File: config.mk
export PLATFORM = sky130hd
export DESIGN_NAME = riscv_wb
export DESIGN_NICKNAME = d
export VERILOG_FILES = /design/src/rtl/riscv_pkg.sv /design/src/rtl/riscv_wb_ldext.sv /design/src/rtl/riscv_wb.sv
export SDC_FILE = /design/constraint.sdc
export NUM_CORES = 1
export LEC_CHECK = 0
export CAP_MARGIN = 25
export CORE_UTILIZATION = 39
export DETAILED_ROUTE_END_ITERATION = 12
export GPL_TIMING_DRIVEN = 1
export HOLD_SLACK_MARGIN = 0.12
export PLACE_DENSITY = 0.7
export SYNTH_ARGS = -nofsm -noshare
export SYNTH_HDL_FRONTEND = slang
export SYNTH_SLANG_ARGS = --single-unit
File: constraint.sdc
create_clock -name clk -period 3.1 [get_ports clk]
set_input_delay 0.62 -clock clk [delete_from_list [all_inputs] [get_ports clk]]
set_output_delay 0.62 -clock clk [all_outputs]
set_load 0.01 [all_outputs]
File: src/rtl/riscv_pkg.sv
// Shared definitions for the RV12 writeback stage: load-size codes (funct3)
// and the writeback FSM state type.
package riscv_pkg;

  localparam logic [2:0] LB  = 3'b000;
  localparam logic [2:0] LH  = 3'b001;
  localparam logic [2:0] LW  = 3'b010;
  localparam logic [2:0] LBU = 3'b100;
  localparam logic [2:0] LHU = 3'b101;

  typedef enum logic {
    IDLE = 1'b0,
    LOAD = 1'b1
  } wb_state_t;

endpackage

File: src/rtl/riscv_wb_ldext.sv
// Load-data extraction: selects the byte/half/word addressed by lsb and
// sign- or zero-extends it to XLEN.
// Optional macro RV12_WB_MISALIGN_CHK_EN: flags misaligned half/word loads
// instead of silently aligning them down.
module riscv_wb_ldext
  import riscv_pkg::*;
#(
  parameter int XLEN = 32
) (
  input  logic [2:0]      size,
  input  logic [1:0]      lsb,
  input  logic [XLEN-1:0] rdata,
  output logic [XLEN-1:0] data,
  output logic            misalign
);

  logic [7:0]  b_val;
  logic [15:0] h_val;

  // Lane select and extension; halves use only lsb[1], words ignore lsb,
  // which is what aligns misaligned offsets down.
  always_comb begin
    b_val    = rdata[{lsb, 3'b000} +: 8];
    h_val    = rdata[{lsb[1], 4'b0000} +: 16];
    data     = rdata;
    misalign = 1'b0;
    case (size)
      LB:  data = {{(XLEN-8){b_val[7]}}, b_val};
      LBU: data = {{(XLEN-8){1'b0}}, b_val};
      LH:  data = {{(XLEN-16){h_val[15]}}, h_val};
      LHU: data = {{(XLEN-16){1'b0}}, h_val};
      default: data = rdata;
    endcase
`ifdef RV12_WB_MISALIGN_CHK_EN
    case (size)
      LB, LBU:  misalign = 1'b0;
      LH, LHU:  misalign = lsb[0];
      default:  misalign = (lsb != 2'b00);
    endcase
`endif
  end

endmodule

File: src/rtl/riscv_wb.sv
// RV12 writeback stage: retires instructions from the memory stage, waits
// for dmem responses on loads and drives register-file write port 0.
// Optional macro RV12_WB_MISALIGN_CHK_EN (see riscv_wb_ldext).
//
// state | meaning
// IDLE  | ready to accept an instruction from the memory stage
// LOAD  | load accepted, waiting for dmem_ack / dmem_err
module riscv_wb
  import riscv_pkg::*;
#(
  parameter int XLEN    = 32,
  parameter int AR_BITS = 5
) (
  input  logic               clk,
  input  logic               rstn,
  input  logic               mem_valid,
  output logic               mem_ready,
  input  logic [XLEN-1:0]    mem_pc,
  input  logic [AR_BITS-1:0] mem_rd,
  input  logic               mem_rd_we,
  input  logic               mem_is_load,
  input  logic [2:0]         mem_ld_size,
  input  logic [1:0]         mem_addr_lsb,
  input  logic [XLEN-1:0]    mem_result,
  input  logic               mem_exception,
  input  logic               dmem_ack,
  input  logic               dmem_err,
  input  logic [XLEN-1:0]    dmem_rdata,
  input  logic               du_stall,
  output logic [AR_BITS-1:0] rf_dst,
  output logic [XLEN-1:0]    rf_dstv,
  output logic               rf_we,
  output logic               wb_exception,
  output logic [XLEN-1:0]    wb_pc,
  output logic               wb_busy
);

  wb_state_t          state, state_nxt;
  logic [AR_BITS-1:0] ld_rd;
  logic               ld_rd_we;
  logic [2:0]         ld_size;
  logic [1:0]         ld_lsb;
  logic [XLEN-1:0]    ld_pc;
  logic [XLEN-1:0]    ld_data;
  logic               ld_misalign;
  logic               xfer;

  logic [AR_BITS-1:0] dst_nxt;
  logic [XLEN-1:0]    dstv_nxt;
  logic [XLEN-1:0]    pc_nxt;
  logic               we_nxt;
  logic               exc_nxt;

  // Acceptance is held off during reset so nothing transfers before release.
  assign mem_ready = rstn & (state == IDLE) & ~du_stall;
  assign xfer      = mem_valid & mem_ready;
  assign wb_busy   = (state == LOAD);

  riscv_wb_ldext #(.XLEN(XLEN)) u_ldext (
    .size     (ld_size),
    .lsb      (ld_lsb),
    .rdata    (dmem_rdata),
    .data     (ld_data),
    .misalign (ld_misalign)
  );

  // Next state and next values of the registered writeback outputs.
  always_comb begin
    state_nxt = state;
    dst_nxt   = rf_dst;
    dstv_nxt  = rf_dstv;
    pc_nxt    = wb_pc;
    we_nxt    = 1'b0;
    exc_nxt   = 1'b0;
    case (state)
      IDLE: begin
        if (xfer) begin
          if (mem_is_load && !mem_exception) begin
            state_nxt = LOAD;
          end else begin
            // A faulting load is retired as a plain fault, no bus wait.
            dst_nxt  = mem_rd;
            dstv_nxt = mem_result;
            pc_nxt   = mem_pc;
            we_nxt   = mem_rd_we & (mem_rd != '0) & ~mem_exception;
            exc_nxt  = mem_exception;
          end
        end
      end
      LOAD: begin
        if (dmem_ack || dmem_err) begin
          state_nxt = IDLE;
          dst_nxt   = ld_rd;
          dstv_nxt  = ld_data;
          pc_nxt    = ld_pc;
          // Bus error takes priority over a simultaneous ack.
          if (dmem_err || ld_misalign) begin
            exc_nxt = 1'b1;
          end else begin
            we_nxt = ld_rd_we & (ld_rd != '0);
          end
        end
      end
      default: state_nxt = IDLE;
    endcase
  end

  // State register and registered write-port / fault outputs.
  always_ff @(posedge clk or negedge rstn) begin
    if (!rstn) begin
      state        <= IDLE;
      rf_dst       <= '0;
      rf_dstv      <= '0;
      wb_pc        <= '0;
      rf_we        <= 1'b0;
      wb_exception <= 1'b0;
    end else begin
      state        <= state_nxt;
      rf_dst       <= dst_nxt;
      rf_dstv      <= dstv_nxt;
      wb_pc        <= pc_nxt;
      rf_we        <= we_nxt;
      wb_exception <= exc_nxt;
    end
  end

  // Load context captured at acceptance, used when the response returns.
  always_ff @(posedge clk or negedge rstn) begin
    if (!rstn) begin
      ld_rd    <= '0;
      ld_rd_we <= 1'b0;
      ld_size  <= LW;
      ld_lsb   <= 2'b00;
      ld_pc    <= '0;
    end else if (xfer) begin
      ld_rd    <= mem_rd;
      ld_rd_we <= mem_rd_we;
      ld_size  <= mem_ld_size;
      ld_lsb   <= mem_addr_lsb;
      ld_pc    <= mem_pc;
    end
  end

endmodule

==> Word-level counts from Yosys, hierarchy flattened <==
Cells that the tools add are included.
{ "totals": {"elab_cells": 62, "reg_bits": 115, "input_bits": 115} }
{ "op_classes": {"eq_ne": 6, "reduce_logical": 7, "shift": 2, "n_mux": 27, "n_bitwise": 9} }
{ "op_table": {"columns": ["cell", "count"], "rows": [
  ["32-bit 2-to-1 mux", 6],
  ["32-bit case mux with 2 select lines", 2],
  ["32-bit case mux with 4 select lines", 1],
  ["32-bit by 6-bit indexed part select with 16-bit output", 1],
  ["32-bit by 6-bit indexed part select with 8-bit output", 1],
  ["5-bit 2-to-1 mux", 3],
  ["1-bit 2-to-1 mux", 11],
  ["5-bit case mux with 2 select lines", 1],
  ["5-bit nonzero test", 2],
  ["1-bit bitwise AND", 6],
  ["3-bit equality test (second input constant)", 2],
  ["1-bit case mux with 2 select lines", 3],
  ["2-bit != test (second input constant)", 2],
  ["3-bit by 1-bit equality test with 1-bit output (second input constant)", 1],
  ["3-bit zero test", 1],
  ["1-bit inverter", 3],
  ["3-bit AND reduction", 1],
  ["2-bit by 1-bit != test with 1-bit output (second input constant)", 1],
  ["1-bit logical AND", 1],
  ["1-bit zero test", 1],
  ["1-bit logical OR", 1]
]} }

==> Longest topological paths before layout <==
{ "logic_depth": {"word_depth": 6, "ltp_mapped": 8, "ltp_nobuf": 4} }

==> Hierarchy <==
Synthesis repeated with hierarchy kept, for this count alone.
{ "hier_totals": {"hier_cells": 544, "hier_area_um2": 5497.8} }
{ "modules_own_cells": {"columns": ["mod", "area_per_inst_um2", "cells_each", "instances"], "rows": [
  ["riscv_wb", 4858.4, 433, 1],
  ["riscv_wb_ldext", 639.4, 111, 1]
]} }

==> Least setup slack after synthesis <==
OpenSTA, ideal clock, no wires.
{ "synth_timing": {"path_kind": "input to register", "start": "input port dmem_rdata[31]", "end": "register rf_dstv[20]", "setup_slack_ns": 1.191, "stages": 5, "arrival_time_ns": 1.778, "n_path_buf": 1, "setup_time_ns": 0.131, "required_time_ns": 2.969, "cell_sequence": "mux4_2 > or2_4 > a21oi_4 > buf_6 > a221oi_1"} }
{ "synth_between": {"elab_chain_len": 4, "elab_cells_between_ends": 5, "cone_classes": "shift (2); mux (3)"} }
{ "synth_lines": {"columns": ["item", "line", "rtl"], "rows": [
  ["start, declared", "riscv_wb.sv:28", "input logic [XLEN-1:0] dmem_rdata,"],
  ["32-bit by 6-bit indexed part select with 16-bit output / 32-bit by 6-bit indexed part select with 8-bit output (equally long branches)", "riscv_wb_ldext.sv:24, riscv_wb_ldext.sv:23", null],
  ["32-bit case mux with 4 select lines *", "riscv_wb_ldext.sv:27", "case (size)"],
  ["32-bit 2-to-1 mux *", "riscv_wb.sv:91", "if (dmem_ack || dmem_err) begin"],
  ["32-bit case mux with 2 select lines *", "riscv_wb.sv:75", "case (state)"],
  ["end signal, assigned", "riscv_wb.sv:120", "rf_dstv <= dstv_nxt;"],
  ["end, declared", "riscv_wb.sv:31", "output logic [XLEN-1:0] rf_dstv,"]
]} }
Mark *: on every way between the ends. The rest lies on a longest branch, timed or not. The select of a mux whose other input is x is not followed.
A chain may end at the register's enable or synchronous reset.

==> Worst setup path after layout <==
{ "layout_timing": {"start": "input port rstn", "end": "output port mem_ready"} }
{ "layout_between": {"elab_chain_len": 2} }
{ "layout_lines": {"columns": ["item", "line", "rtl"], "rows": [
  ["start, declared", "riscv_wb.sv:15", "input logic rstn,"],
  ["1-bit bitwise AND (2 in a row)", "riscv_wb.sv:55", "assign mem_ready = rstn & (state == IDLE) & ~du_stall;"],
  ["end, declared", "riscv_wb.sv:17", "output logic mem_ready,"]
]} }
Every way passes these cells.

==> impl_metrics.tcl <==
set metrics [dict create \
    cts_buffers 17 \
    irDropWorstVdd_uv 383 \
    start_kind "input pin" \
    tightest_slew_ps 919 \
    h-tree-depth 4 \
    gp_congestion 0.882 \
    dp_hpwl_um 10800 \
    syn_area_um2 5450 \
    cp_max_fo 4 \
    wl_per_cell_um 17.4 \
    ant_nets 0 \
    slew_headroom_pct 38.7 \
    synth_edf_count 0 \
    synth_top_cell_by_area "dfrtp_1" \
    hold_path_class "register to register" \
    ys.flop_type "dfrtp_1" \
    grt_max_degree 75 \
    cellPowerDensity_nw_per_um2 701 \
    grt_first_pass_wirelength_um 24600 \
    leakagePower_nw 3.27 \
    final_area_um2 8110 \
    cts_tree "done" \
    portBuffers 187 \
    grt_pass1_vias 4928 \
    root_buffer "clkbuf_16" \
    rows 42 \
    rsz0062_at_grt "false" \
    status "finished clean" \
    drt_iter0_drc 270 \
    pre_cts_ws_ps 386 \
    path_class "input pin to primary output" \
    setup_tns_ps 0 \
    end_kind "primary output" \
    layout-drive-gt1-share_pct 12.2 \
    track_usage_pct 22.1 \
    synth_cells 528 \
    yosys_warnings 0 \
    fillCellCount 1176 \
    overflow 0 \
    die_x_um 120 \
    cp.arrival_ps 2110 \
    cts.sinks 115 \
    synth_cell_types 42 \
    die-area_um2 14500 \
    num_io_pins 188 \
    start_util_pct 40.5 \
    syn2layout_area_growth_pct 48.7 \
    finalClockSkew_ps 4.23 \
    synth.top_cell.area_share_pct 52.3 \
    ys_seq_elements 115 \
    cts_buffer_depth 2 \
    fin_crit_ps 2730 \
    maxClockFrequency_mhz 366 \
    syn_nets 643 \
    die_h_um 120 \
    async_flop_share_pct 100 \
    register_area_um2 2880 \
    wl_um 15500 \
    viasPerCell 5.46 \
    core_area_um2 13500 \
    layout_common_cells "clkdlybuf4s50_1 (186), dfrtp_1 (113), nor2_1 (88)" \
    setup_ws_ps 369 \
    placed_cell_area_um2 7450 \
    drcViolationCount 0 \
    clk_latency_ps 410 \
    synth_area_leaders "dfrtp_1 (52%), mux2_2 (8.5%), mux2i_1 (7.2%)" \
    multi_input_area_um2 2350 \
    whs_ps 503 \
    antenna_found_initial 0 \
    syn-mean-instance-area_um2 10.3 \
    mostFrequentLayoutCell "clkdlybuf4s50_1" \
    final-max-slew-violation-count 0 \
    cts_resized 0 \
    vias 4856 \
    cap_violations 0 \
    hold_viol_final 0 \
    fin_crit_sh_pct 88.1 \
    fin_util_pct 60.3 \
    fin_nets 816 \
    num_antenna_cells 0 \
    cp_data_required_time_ps 2480 \
    setup_viol 0 \
    yosysSeqAreaShare_pct 52.8 \
    firstDrtPassIters 4 \
    clk_pin_slew_ps 60 \
]
through the flow:
stage	power [mW]	instances
2_1_floorplan	2.72	528
3_5_place_dp	3.56	857
5_1_grt	5.95	890
6_report	5.69	890
4_1_cts	5.74	890
3_3_place_gp	3.51	857
repair_timing:
action	CTS	global route
hold endpoints to repair	1	0
buffers inserted	0	0
hold buffers	1	0
critical path, cell delays in order:
cell and delay [ps]:
dlygate4sd3_1 540, buf_4 140, nor3b_1 230, clkdlybuf4s50_1 580
state kept, by name, summed over array words and instances (netlist names):
register and flops:
ld_pc 32, rf_dstv 32, wb_pc 32, ld_rd 5, rf_dst 5, ld_size 3, ld_lsb 2, ld_rd_we 1
rf_we 1, wb_busy 1, wb_exception 1
metal layers:
layer / global-route usage [%] / routed length (um) / up-vias / share of wire, %
met5: 0 / 0 / - / 0
met4: 9.49 / 359 / 0 / 2.3
met3: 8.40 / 1600 / 30 / 10
met2: 36.8 / 7290 / 224 / 47
met1: 25.4 / 6270 / 2360 / 40
li1: - / - / 2242 / -
worst paths after layout:
kind,slack (ps),endpoint,cells after the start,start
worst min-delay path,500,ld_pc[20],1,ld_pc[20]
max in group asynchronous,770,wb_busy,4,rstn
worst max register to register,760,rf_dstv[1],5,wb_busy
min in group asynchronous,560,rf_we,2,rstn
worst min register to register,500,ld_pc[20],1,ld_pc[20]
worst max-delay path,370,mem_ready,4,rstn
synthesized netlist by cell type (2+ instances only):
| cell type | number |
|---|---|
| inv_1 | 12 |
| mux2_2 | 41 |
| a31oi_1 | 7 |
| a21oi_1 | 45 |
| dfrtp_1 | 114 |
| buf_6 | 2 |
| o22ai_1 | 10 |
| o21ai_0 | 12 |
| nor2b_1 | 2 |
| a221oi_1 | 24 |
| mux2i_1 | 39 |
| o211ai_1 | 6 |
| a22oi_1 | 7 |
| or4_1 | 2 |
| nand2_1 | 49 |
| nand2b_1 | 2 |
| buf_2 | 17 |
| o311ai_0 | 6 |
| clkbuf_1 | 21 |
| nor2_1 | 88 |
report_power, final:
group	total (mW)	switching [mW]	internal [mW]
Clock	2.15	0.697	1.45
Sequential	2.10	0.245	1.86
Combinational	1.44	0.602	0.837
cells by family after synthesis:
| logic type | after synthesis | synth area share (%) |
|---|---|---|
| DFF | 115 | 52.8 |
| muxes | 81 | 16.0 |
| buffers and inverters | 54 | 4.45 |
| and+or+nand+nor | 149 | 11.0 |
| AOI/OAI and AO/OA | 129 | 15.7 |
cell type report:
class / count / share of cell area (%)
sequential: 115 / 35.5
multi-input combinational: 359 / 29.0
timing repair buffer: 196 / 24.2
clock buffer: 20 / 5.51
tap: 176 / 2.71
clock inverter: 12 / 2.51
inverter: 12 / 0.555
(Power assumes the default switching activity.)
